**src/rtl/output_result_writer.sv**
```systemverilog
// Captures a one-cycle burst of PE results and serializes the valid entries
// into a single-port output-memory write stream with backpressure.
module output_result_writer #(
  parameter int ROWS   = 4,
  parameter int COLS   = 4,
  parameter int MAX_N  = 64,
  parameter int N_BITS = $clog2(MAX_N),
  parameter int DATA_W = 32,
  parameter int ADDR_W = 16
) (
  input  logic                          clk_i,
  input  logic                          reset_i,
  input  logic                          stall_i,
  input  logic [ADDR_W-1:0]             base_addr_i,
  input  logic [ROWS*COLS-1:0]          in_valid_i,
  input  logic [ROWS*COLS*N_BITS-1:0]   in_row_i,
  input  logic [ROWS*COLS*N_BITS-1:0]   in_col_i,
  input  logic [ROWS*COLS*DATA_W-1:0]   in_data_i,
  output logic                          ready_o,
  output logic                          busy_o,
  output logic                          mem_we_o,
  output logic [ADDR_W-1:0]             mem_addr_o,
  output logic [DATA_W-1:0]             mem_wdata_o,
  input  logic                          mem_ready_i,
  output logic                          drop_err_o
);

  localparam int NPE   = ROWS * COLS;
  localparam int SEL_W = (NPE > 1) ? $clog2(NPE) : 1;
  localparam logic [ADDR_W-1:0] STRIDE = ADDR_W'(MAX_N);

  typedef enum logic {
    IDLE,
    DRAIN
  } state_e;

  state_e            state_q;
  logic [NPE-1:0]    pend_q;
  logic [DATA_W-1:0] data_q [NPE];
  logic [ADDR_W-1:0] addr_q [NPE];
  logic              drop_q;

  logic [ADDR_W-1:0] cap_addr [NPE];
  logic [SEL_W-1:0]  sel;
  logic              found;
  logic [NPE-1:0]    sel_oh;
  logic [NPE-1:0]    pend_d;
  logic              last;

  always_comb begin
    for (int i = 0; i < NPE; i++) begin
      cap_addr[i] = base_addr_i
                  + STRIDE * ADDR_W'(in_row_i[i*N_BITS +: N_BITS])
                  + ADDR_W'(in_col_i[i*N_BITS +: N_BITS]);
    end
  end

  // Lowest pending flat index is written first.
  always_comb begin
    sel   = '0;
    found = 1'b0;
    for (int i = 0; i < NPE; i++) begin
      if (pend_q[i] && !found) begin
        sel   = SEL_W'(i);
        found = 1'b1;
      end
    end
  end

  assign sel_oh = NPE'(1) << sel;
  assign pend_d = pend_q & ~sel_oh;
  assign last   = (pend_d == '0);

  always_ff @(posedge clk_i) begin
    if (reset_i) begin
      state_q <= IDLE;
      pend_q  <= '0;
      drop_q  <= 1'b0;
      for (int i = 0; i < NPE; i++) begin
        data_q[i] <= '0;
        addr_q[i] <= '0;
      end
    end else if (!stall_i) begin
      unique case (state_q)
        IDLE: begin
          if (|in_valid_i) begin
            pend_q  <= in_valid_i;
            state_q <= DRAIN;
            for (int i = 0; i < NPE; i++) begin
              data_q[i] <= in_data_i[i*DATA_W +: DATA_W];
              addr_q[i] <= cap_addr[i];
            end
          end
        end
        DRAIN: begin
          // A burst here, even on the final write, is discarded.
          if (|in_valid_i) begin
            drop_q <= 1'b1;
          end
          if (mem_ready_i) begin
            pend_q <= pend_d;
            if (last) begin
              state_q <= IDLE;
            end
          end
        end
        default: state_q <= IDLE;
      endcase
    end
  end

  assign ready_o     = (state_q == IDLE);
  assign busy_o      = (state_q == DRAIN);
  assign mem_we_o    = busy_o && !stall_i;
  assign mem_addr_o  = busy_o ? addr_q[sel] : '0;
  assign mem_wdata_o = busy_o ? data_q[sel] : '0;
  assign drop_err_o  = drop_q;

endmodule
```
**config.mk**
```make
export PLATFORM = sky130hd
export DESIGN_NAME = output_result_writer
export DESIGN_NICKNAME = d
export VERILOG_FILES = /design/src/rtl/output_result_writer.sv
export SDC_FILE = /design/constraint.sdc
export NUM_CORES = 2
export LEC_CHECK = 0
export ABC_CLOCK_PERIOD_IN_PS = 37000
export BUFFER_PORTS_ARGS = -buffer_cell sky130_fd_sc_hd__buf_2
export CAP_MARGIN = 40
export CORE_AREA = 8 8 306 308
export CTS_CLUSTER_DIAMETER = 40
export CTS_CLUSTER_SIZE = 14
export DETAILED_ROUTE_END_ITERATION = 8
export DIE_AREA = 0 0 314 316
export GPL_ROUTABILITY_DRIVEN = 1
export GPL_TIMING_DRIVEN = 1
export HOLD_SLACK_MARGIN = 0.03
export PLACE_DENSITY = 0.7
export RECOVER_POWER = 25
export SETUP_SLACK_MARGIN = 0.3
export SLEW_MARGIN = 20
export SYNTH_ARGS = -nofsm -noshare
export SYNTH_HDL_FRONTEND = slang
export SYNTH_SLANG_ARGS = --single-unit
```
**constraint.sdc**
```tcl
create_clock -name clk_i -period 37 [get_ports clk_i]
set_input_delay 11.1 -clock clk_i [delete_from_list [all_inputs] [get_ports clk_i]]
set_output_delay 11.1 -clock clk_i [all_outputs]
set_load 0.03 [all_outputs]
```
==> impl_results.md <==
- Outcome: finished, violations left
- Failing checks: capacitance limit, slew limit
- Final Skew: around 0.013 ns
- Avg Cell Area, Syn: roughly 11 um^2
- Vias in the first global route: 35200
- Fin util: around 60%
- Combinational Power Share: between 20% and 30%
- Count leader, synth: edfxtp_1
- Worst reg-to-reg path cell count: 5
- Post-synthesis cell count: approximately 4000
- Wire per inst: 25.5 um
- CTS resizes: 0
- I/O Buffers: around 790
- Achievable Freq: roughly 44 MHz
- H-tree depth: 3
- Synthesized cell area: approximately 0.045 mm^2
- Synth warn: 0
- Hold Fails Final Rpt: 0
- Initial antenna violation count: 43
- Cts bufs inserted: about 120
- Clk pwr share: between 40 and 50%
- Crit path time final: 22.61 ns
- Largest net degree at the start of global routing: 181
- RSZ-0062 raised after global routing: no
- Top cells by count, synth: 768 x edfxtp_1, 576 x nor2_1, 335 x and2_1
- Min-Delay Path Class: reg -> reg
- CTS root buf: clkbuf_16
- Worst r2r src: busy_o
- Hold Startpoint: drop_err_o
- Final TNS setup: 0 ns
- Final setup fails: 0
- Hold Path Sink: drop_err_o
- Post-synth top area share: ~52%
- Routed Antenna Nets: 0
- Final routed DRC violation total: 0
- Largest area contributor in the netlist: edfxtp_1
- Net count after synthesis: ~5000
- Leakage: roughly 22 nW
- Die area: slightly below 0.1 mm^2
- Sequential share of power: approximately two fifths
- Sink Count: roughly 790
- GP Congestion: about 0.94
- Core Area: about 0.089 mm^2
- # rows: 110
- Top post-synthesis cells by area: edfxtp_1 52%, ha_1 5.4%, nor2_1 4.8%, and2_1 4.7%, mux2i_1 3.6%
- Total track usage: between 30% and 40%
- RR Endpoint: addr_q[6][14]
- Slew HR: -443%
- Starting Density: between 50 and 60%
- # hold bufs at CTS: 0
- Max_cap viols: 5
- Power Density: about 53 mW/mm^2
- P_sw: roughly 0.84 mW
- Clock Tree Buf Depth: 3
- Synth cell types: between 60 and 70
- Grt ovf: 0
- Post-synthesis sequential area ratio: between 50 and 60%
- Dpl cell area: roughly 0.05 mm^2
- Worst slack, placed: between 10 and 15 ns
- Req. time, crit path: approximately 26 ns
- Post-synth EDFFs: 768
- DR vias: 35900
- Fin. max-slew vios: 484
- Post-CTS setup buffer count: 0
- DRT Wirelength: between 150000 and 200000 um
- CP Max Fanout: 4
- Synth Flop Type: edfxtp_1
- Clock Latency Late Sink: roughly 0.7 ns
- Post-synth ARST share: 0%
- First-pass GRT wire length: between 200000 and 250000 um
- DP HPWL: approximately 110000 um
- WHS Path Cells: 2
- Worst-margin pin slew: 8.15 ns
- Design area: around 0.054 mm^2
- Final nets: approximately 5800
- Io pins: between 700 and 800
- Sw frac: between 20% and 30%
- R2r setup slk: about 32 ns
- Maximum VDD drop: approximately 0.055 mV
- Die W: 314 um
- Chip Height: about 320 um
- Layout cells sized above 1: around a quarter
- Initial DRC count: 3958
- Hold_ws: 0.499 ns
- CP arrival: 11.51 ns
- CP Class: in -> out
- CTS tree: built
- DR pass1 iterations: 6
- PnR worst setup slack: approximately 14 ns
- Seq cells post-synth: between 700 and 800
- Vias per cell: 5.86
- Post-route clock period utilization: roughly 61%
- Critical path launch point type: input pin
- Internal Power: 2.00 mW
- Crit end category: output port
- Clk pin slew, worst setup/hold paths: 0.05 ns
- Area Growth Syn to Fin: 21.0%
## cells in the final DEF, fill, tap and decap left out, types with 48 or more instances in the layout
cell type	count
inv_1	55
nor2_1	576
clkbuf_16	123
nor3_1	120
and2_1	255
o221ai_1	48
edfxtp_1	768
a21oi_1	75
or4_1	50
nand2_1	238
a221oi_1	48
mux2_2	72
a31oi_1	86
mux2i_1	160
and2_0	80
nor2b_1	240
a311oi_1	52
xor2_1	86
o21ai_0	107
a211oi_1	99
ha_1	192
buf_2	792
## per-layer routing
metal / track usage [%] / share of wire [%] / vias to the layer above
li1: - / - / 16600
met4: 17.3 / 6.6 / 26
met1: 34.5 / 36 / 17300
met5: 0 / 0.11 / -
met3: 7.22 / 8.6 / 423
met2: 51.4 / 49 / 1600
## worst max-delay path by stage
stage | cells past startpoint | end | slack, ns | start
6_report | 3 | mem_we_o | 14.39 | stall_i
5_1_grt | 3 | mem_we_o | 14.35 | stall_i
4_1_cts | 3 | mem_we_o | 14.39 | stall_i
3_5_place_dp | 3 | mem_we_o | 14.39 | stall_i
3_3_place_gp | 3 | mem_we_o | 14.37 | stall_i
2_1_floorplan | 1 | mem_we_o | 14.40 | stall_i
## power by group through the flow
stage / sequential, mW / combinational [mW] / clock [mW]
2_1_floorplan: 1.13 / 0.381 / 0
3_5_place_dp: 1.11 / 0.581 / 0
4_1_cts: 1.10 / 0.584 / 1.16
3_3_place_gp: 1.11 / 0.566 / 0
5_1_grt: 1.10 / 0.636 / 1.19
6_report: 1.10 / 0.590 / 1.15
## state kept, by name, indices dropped and copies added, names as in the netlist
name	cells
data_q	512
addr_q	256
pend_q	16
busy_o	1
drop_err_o	1
## worst max-delay path: stages
cell and delay, ns:
buf_2 0.12, nor2_1 0.07, buf_2 0.21
## layout make-up
cell class,instances,area (um^2)
sequential,786,23400
inverter,56,210
tap,1176,1470
timing repair buffer,852,4670
clock inverter,92,961
multi-input combinational,2990,20100
fill,7333,35000
clock buffer,136,3130
antenna,37,92.6
## cell families after synthesis
kind of cell             after synthesis  synth area share (%)
AND/OR/NAND/NOR                     1728                  19.5
flip-flops                           786                  52.5
AO/OA/AOI/OAI                        665                  10.5
buffers and inverters                292                  2.78
multiplexers                         256                  6.01
adder cells (fa/ha/maj)              211                  6.17
XOR/XNOR                             130                  2.55
## metrics by stage
step	cells	total power [mW]
after CTS	6084	2.84
after global routing	6097	2.93
after global placement	5837	1.68
after floorplan	4068	1.51
final	6125	2.84
after detailed placement	5856	1.69
No activity file was read; power rests on OpenSTA's default activity.
